<file path="config.mk">
export PLATFORM = sky130hd
export DESIGN_NAME = sort4_sched
export DESIGN_NICKNAME = d
export VERILOG_FILES = /design/src/rtl/sort_pkg.sv /design/src/rtl/sort4_net.sv /design/src/rtl/sort4_sched.sv
export SDC_FILE = /design/constraint.sdc
export NUM_CORES = 1
export LEC_CHECK = 0
export ABC_AREA = 1
export CORE_ASPECT_RATIO = 2
export CORE_UTILIZATION = 45
export DETAILED_ROUTE_END_ITERATION = 16
export PLACE_DENSITY = 0.76
export REMOVE_ABC_BUFFERS = 1
export SLEW_MARGIN = 20
export SYNTH_ARGS = -nofsm -noshare
export SYNTH_HDL_FRONTEND = slang
export SYNTH_SLANG_ARGS = --single-unit
</file>
<file path="constraint.sdc">
create_clock -name clk -period 9.3 [get_ports clk]
set_clock_uncertainty 0.05 [all_clocks]
set_input_delay 2.325 -clock clk [delete_from_list [all_inputs] [get_ports clk]]
set_output_delay 2.325 -clock clk [all_outputs]
set_load 0.05 [all_outputs]
</file>
<file path="src/rtl/sort_pkg.sv">
// Shared types and compare helpers for the 4-word sort datapath.
package sort_pkg;

    typedef logic [31:0] data_t;

    localparam int SORT_N = 4;

    typedef data_t group_t [SORT_N];

    function automatic data_t min_u(input data_t a, input data_t b);
        return (a < b) ? a : b;
    endfunction

    function automatic data_t max_u(input data_t a, input data_t b);
        return (a < b) ? b : a;
    endfunction

endpackage

</file>
<file path="src/rtl/sort4_net.sv">
// Combinational 4-word ascending sorter: five unsigned compare-exchanges in three levels.
module sort4_net
    import sort_pkg::*;
(
    input  group_t i_data,
    output group_t o_data
);

    group_t w_l1;
    group_t w_l2;

    assign w_l1[0] = min_u(i_data[0], i_data[1]);
    assign w_l1[1] = max_u(i_data[0], i_data[1]);
    assign w_l1[2] = min_u(i_data[2], i_data[3]);
    assign w_l1[3] = max_u(i_data[2], i_data[3]);

    assign w_l2[0] = min_u(w_l1[0], w_l1[2]);
    assign w_l2[2] = max_u(w_l1[0], w_l1[2]);
    assign w_l2[1] = min_u(w_l1[1], w_l1[3]);
    assign w_l2[3] = max_u(w_l1[1], w_l1[3]);

    // Outer words are final after level two; only the middle pair needs one more swap.
    assign o_data[0] = w_l2[0];
    assign o_data[1] = min_u(w_l2[1], w_l2[2]);
    assign o_data[2] = max_u(w_l2[1], w_l2[2]);
    assign o_data[3] = w_l2[3];

endmodule

</file>
<file path="src/rtl/sort4_sched.sv">
// Round-robin arbiter sharing one sort4_net between NREQ requesters, with a
// capture stage (S1), a registered sorted output stage (S2) and a handshake counter.
module sort4_sched
    import sort_pkg::*;
#(
    parameter int unsigned NREQ = 2,
    parameter int unsigned ID_W = $clog2(NREQ)
) (
    input  logic            clk,
    input  logic            rst_n,
    input  logic [NREQ-1:0] req_valid,
    input  group_t          req_data [NREQ],
    output logic [NREQ-1:0] req_ready,
    output logic            out_valid,
    input  logic            out_ready,
    output group_t          out_data,
    output logic [ID_W-1:0] out_id,
    output logic [15:0]     done_cnt
);

    logic            r_s1_valid;
    group_t          r_s1_data;
    logic [ID_W-1:0] r_s1_id;
    logic [ID_W-1:0] r_ptr;

    logic            r_out_valid;
    group_t          r_out_data;
    logic [ID_W-1:0] r_out_id;
    logic [15:0]     r_done_cnt;

    group_t          w_sorted;
    logic            w_s2_load;
    logic            w_s1_free;
    logic            w_found;
    logic            w_accept;
    logic [ID_W-1:0] w_grant_id;
    logic [ID_W-1:0] w_idx;

    assign w_s2_load = r_s1_valid && (!r_out_valid || out_ready);
    assign w_s1_free = !r_s1_valid || w_s2_load;

    // Scan starts just after the last winner, so the winner gets lowest priority next.
    always_comb begin
        w_found    = 1'b0;
        w_grant_id = '0;
        w_idx      = '0;
        for (int unsigned k = 1; k <= NREQ; k++) begin
            w_idx = ID_W'((32'(r_ptr) + k) % NREQ);
            if (!w_found && req_valid[w_idx]) begin
                w_found    = 1'b1;
                w_grant_id = w_idx;
            end
        end
    end

    assign w_accept = rst_n && w_found && w_s1_free;

    always_comb begin
        req_ready = '0;
        if (w_accept) begin
            req_ready[w_grant_id] = 1'b1;
        end
    end

    always_ff @(posedge clk or negedge rst_n) begin
        if (!rst_n) begin
            r_s1_valid <= 1'b0;
            r_s1_data  <= '{default: '0};
            r_s1_id    <= '0;
            r_ptr      <= ID_W'(NREQ - 1);
        end else begin
            if (w_accept) begin
                r_s1_valid <= 1'b1;
                r_s1_data  <= req_data[w_grant_id];
                r_s1_id    <= w_grant_id;
                r_ptr      <= w_grant_id;
            end else if (w_s2_load) begin
                r_s1_valid <= 1'b0;
            end
        end
    end

    sort4_net u_sort4_net (
        .i_data (r_s1_data),
        .o_data (w_sorted)
    );

    always_ff @(posedge clk or negedge rst_n) begin
        if (!rst_n) begin
            r_out_valid <= 1'b0;
            r_out_data  <= '{default: '0};
            r_out_id    <= '0;
        end else begin
            if (w_s2_load) begin
                r_out_valid <= 1'b1;
                r_out_data  <= w_sorted;
                r_out_id    <= r_s1_id;
            end else if (out_ready) begin
                r_out_valid <= 1'b0;
            end
        end
    end

    always_ff @(posedge clk or negedge rst_n) begin
        if (!rst_n) begin
            r_done_cnt <= '0;
        end else if (r_out_valid && out_ready) begin
            r_done_cnt <= r_done_cnt + 16'd1;
        end
    end

    assign out_valid = r_out_valid;
    assign out_data  = r_out_data;
    assign out_id    = r_out_id;
    assign done_cnt  = r_done_cnt;

endmodule

</file>
==> results by group <==
Worst setup path
  – Required @ worst endpoint: 9.69 ns
  – R2R setup slack: 0.97 ns
  – Arr. time, crit path: 8.72 ns
  – CP max stage delay: 0.75 ns
  – CP startpoint kind: register
  – Crit end category: register
  – Crit path max-delay cell type: nand2_4
  – Worst setup path class: reg2reg
  – Reg2reg path depth: 33
  – R2r startpoint: r_s1_data[53]
  – CP Max Fanout: 104
  – Worst r2r dst: out_data[57]
  – Most common cell on crit path: nand2_1

STA
  – Final hold viol count: 0
  – Final setup viols: 0
  – Final worst slack: 0.970 ns
  – Final min period: 8.33 ns
  – RSZ-0062 raised after global routing: false
  – Final period utilization: 89.6%
  – Slew HR: 32.1%
  – Final Slew Violations: 0
  – Slew @ Worst Pin: 1.02 ns
  – Highest clock rate: 0.120 GHz

Cells and area
  – Total Nets Final: 3209
  – Fill count: 3709
  – P&R area growth vs syn: 28.9%
  – Ratio of cells with drive above 1 in the final layout: 4.55%

CTS
  – Clk slew on worst S/H paths: 0.07 ns
  – H-tree Lvls: 1
  – Skew-Pair Late Insertion Delay: 0.56 ns
  – # resized after CTS: 0
  – CTS sink count: 277
  – Hold_buf cts: 0
  – Clk buf depth: 3
  – Clk root buf: clkbuf_16
  – CTS tree: yes
  – Num CTS Buffers: 27
  – # Post-CTS Setup Buffers: 0

Global routing
  – Initial antenna violation count: 2
  – GRT overflow: 0
  – Gr usage total: 30.7%
  – Vias in the first global route: 18358
  – Largest net degree at the start of global routing: 156
  – Gr busiest metal: met2
  – Grt met2 use: 54.9%
  – Met3 usage: 3.68%
  – Global-route wire length before repair: 97400 um
  – GRT met1 Usage: 33.2%

Placed design
  – Number of buffers added on ports: 408
  – GP Congestion: 0.949
  – Worst slack, placed: 1.08 ns
  – Detailed Place HPWL: 47200 um

Logic synthesis
  – Area contributors post-synth: dfrtp_1 (38%), nand2_1 (19%), ha_1 (11%), o21ai_0 (5.5%), nand3_1 (4.1%)
  – Largest family of logic cells by synthesized area: simple AND/OR/NAND/NOR gates
  – YS warnings: 0
  – Compound-cell area share of the yosys netlist: 15.6%
  – Cell area after synthesis: 18300 um2
  – Simple-Gate Fraction of Synth Area: 28.1%
  – Post-synthesis mux area share: 0.0616%
  – Mapped Cells: 2478
  – Avg Synthesized Cell Area: 7.37 um2
  – Cell variety after synth: 40
  – Yosys top cell by area: dfrtp_1
  – Synth Area in XOR/XNOR: 0.671%
  – Synth top area share: 37.8%
  – EDFF count, synth: 0
  – Asr flop ratio synth: 100%
  – Adder-Cell Fraction of Synth Area: 10.5%
  – Yosys reg bits: 277
  – Register area share after synthesis: 37.9%
  – Ys flop type: dfrtp_1

Floorplanning
  – Die width: 144 um
  – Initial Util: 45.6%
  – # IOs: 409
  – Core area: 40100 um2
  – Die height: 287 um
  – Row count: 104
  – Die Area: 41500 um2

Min path
  – Worst min path class: reg2reg
  – WHS Path Cells: 2
  – Min-Delay Endpoint: out_data[17]
  – HP Start: out_data[17]

Drt
  – Via-per-instance ratio: 5.53
  – ANT nets after route: 0
  – WL per Instance: 19.0 um
  – Pre-antenna DRT Iters: 6
  – Initial DRC Count: 1246
  – Drc violations: 0
  – Final wirelength: 63500 um
  – Vias: 18498

Job
  – Max-cap violation count: 0

Status
  – Status: finished clean
[cells by family after synthesis]
logic type,count (synthesis)
and+or+nand+nor,1230
xor gates and xnor gates,14
adders and majority gates,154
AOI/OAI and AO/OA,487
DFF,277
muxes,1
buffers and inverters,315
[routing by layer]
layer	wire [um]	vias to the layer above
li1	-	8858
met5	13	-
met1	22900	8657
met2	32200	755
met3	3710	226
met4	4720	2
[per-stage QoR]
step / hold slack (ns) / setup TNS, ns / util [%] / instances / area (um2)
finish: 0.430 / 0 / 58.8 / 3344 / 23500
global route: 0.450 / 0 / 58.8 / 3344 / 23500
CTS: 0.433 / 0 / 58.7 / 3343 / 23500
detailed placement: 0.415 / 0 / 56.4 / 3295 / 22600
global placement: 0.409 / 0 / 56.4 / 3295 / 22600
floorplan: 0.407 / -182.44 / - / 2337 / 17600
[critical path: cells and delay by family (launching register included)]
family,cells,cell delay (ns)
AND/OR/NAND/NOR,19,3.26
AO/OA/AOI/OAI,7,1.33
adder cells (fa/ha/maj),3,0.98
buffers and inverters,4,2.07
flip-flops,1,0.43
[placed cells by master, fill, tap and decap left out, drive strengths merged, types with 5 or more instances in the layout]
cell type,n
xnor2,5
xor2,9
nand2,944
dfrtp,276
clkdlybuf4s50,407
o211ai,30
a21oi,133
nor2,73
clkbuf,32
ha,154
o21ai,203
inv,174
nand3,181
a22oi,99
nand4,16
clkinv,8
buf,21
a211oi,9
nor3,7
[state kept, by name, summed over array words and instances (netlist names)]
register / count
r_s1_id: 1
r_s1_valid: 1
done_cnt: 16
out_data: 128
r_s1_data: 128
out_id: 1
out_valid: 1
r_ptr: 1
[cells in the mapped netlist (3+ instances only)]
| cell | n |
|---|---|
| nor3_1 | 7 |
| nand2_2 | 8 |
| buf_6 | 3 |
| o211ai_1 | 30 |
| nand2_4 | 6 |
| a22oi_1 | 99 |
| o221ai_1 | 4 |
| nand3_2 | 31 |
| o21a_1 | 4 |
| nand2_1 | 930 |
| nand4_1 | 16 |
| inv_1 | 170 |
| ha_1 | 154 |
| buf_12 | 3 |
| o21ai_1 | 3 |
| clkbuf_1 | 112 |
| dfrtp_1 | 276 |
| xnor2_1 | 5 |
| xor2_1 | 9 |
| nor4_1 | 3 |
| nand3_1 | 150 |
| a21oi_1 | 131 |
| o21ai_0 | 200 |
| nand3b_1 | 4 |
| nor2_1 | 73 |
| a211oi_1 | 9 |
| buf_1 | 7 |
| buf_2 | 15 |
[worst max-delay path by stage]
stage | from | end | depth (start not counted)
3_5_place_dp | r_s1_data[21] | out_data[51] | 34
6_report | r_s1_data[53] | out_data[57] | 33
4_1_cts | r_s1_data[53] | out_data[57] | 33
3_3_place_gp | r_s1_data[53] | out_data[82] | 31
5_1_grt | r_s1_data[21] | out_data[50] | 32
2_1_floorplan | out_ready | req_ready[0] | 6
[layout make-up]
type                    instances  area (um2)  area share [%]
flip-flops and latches        277        6930            29.4
diodes                          1        2.50          0.0106
clock inverters                16         205           0.871
well taps                     530         663            2.82
repair buffers                428        4260            18.1
inverters                     174         657            2.79
clock buffers                  32         724            3.08
multi-input cells            1886       10100            42.9
Power is not shown: default switching activity piles up to over one toggle a cycle in this logic, so the estimate is an artifact.
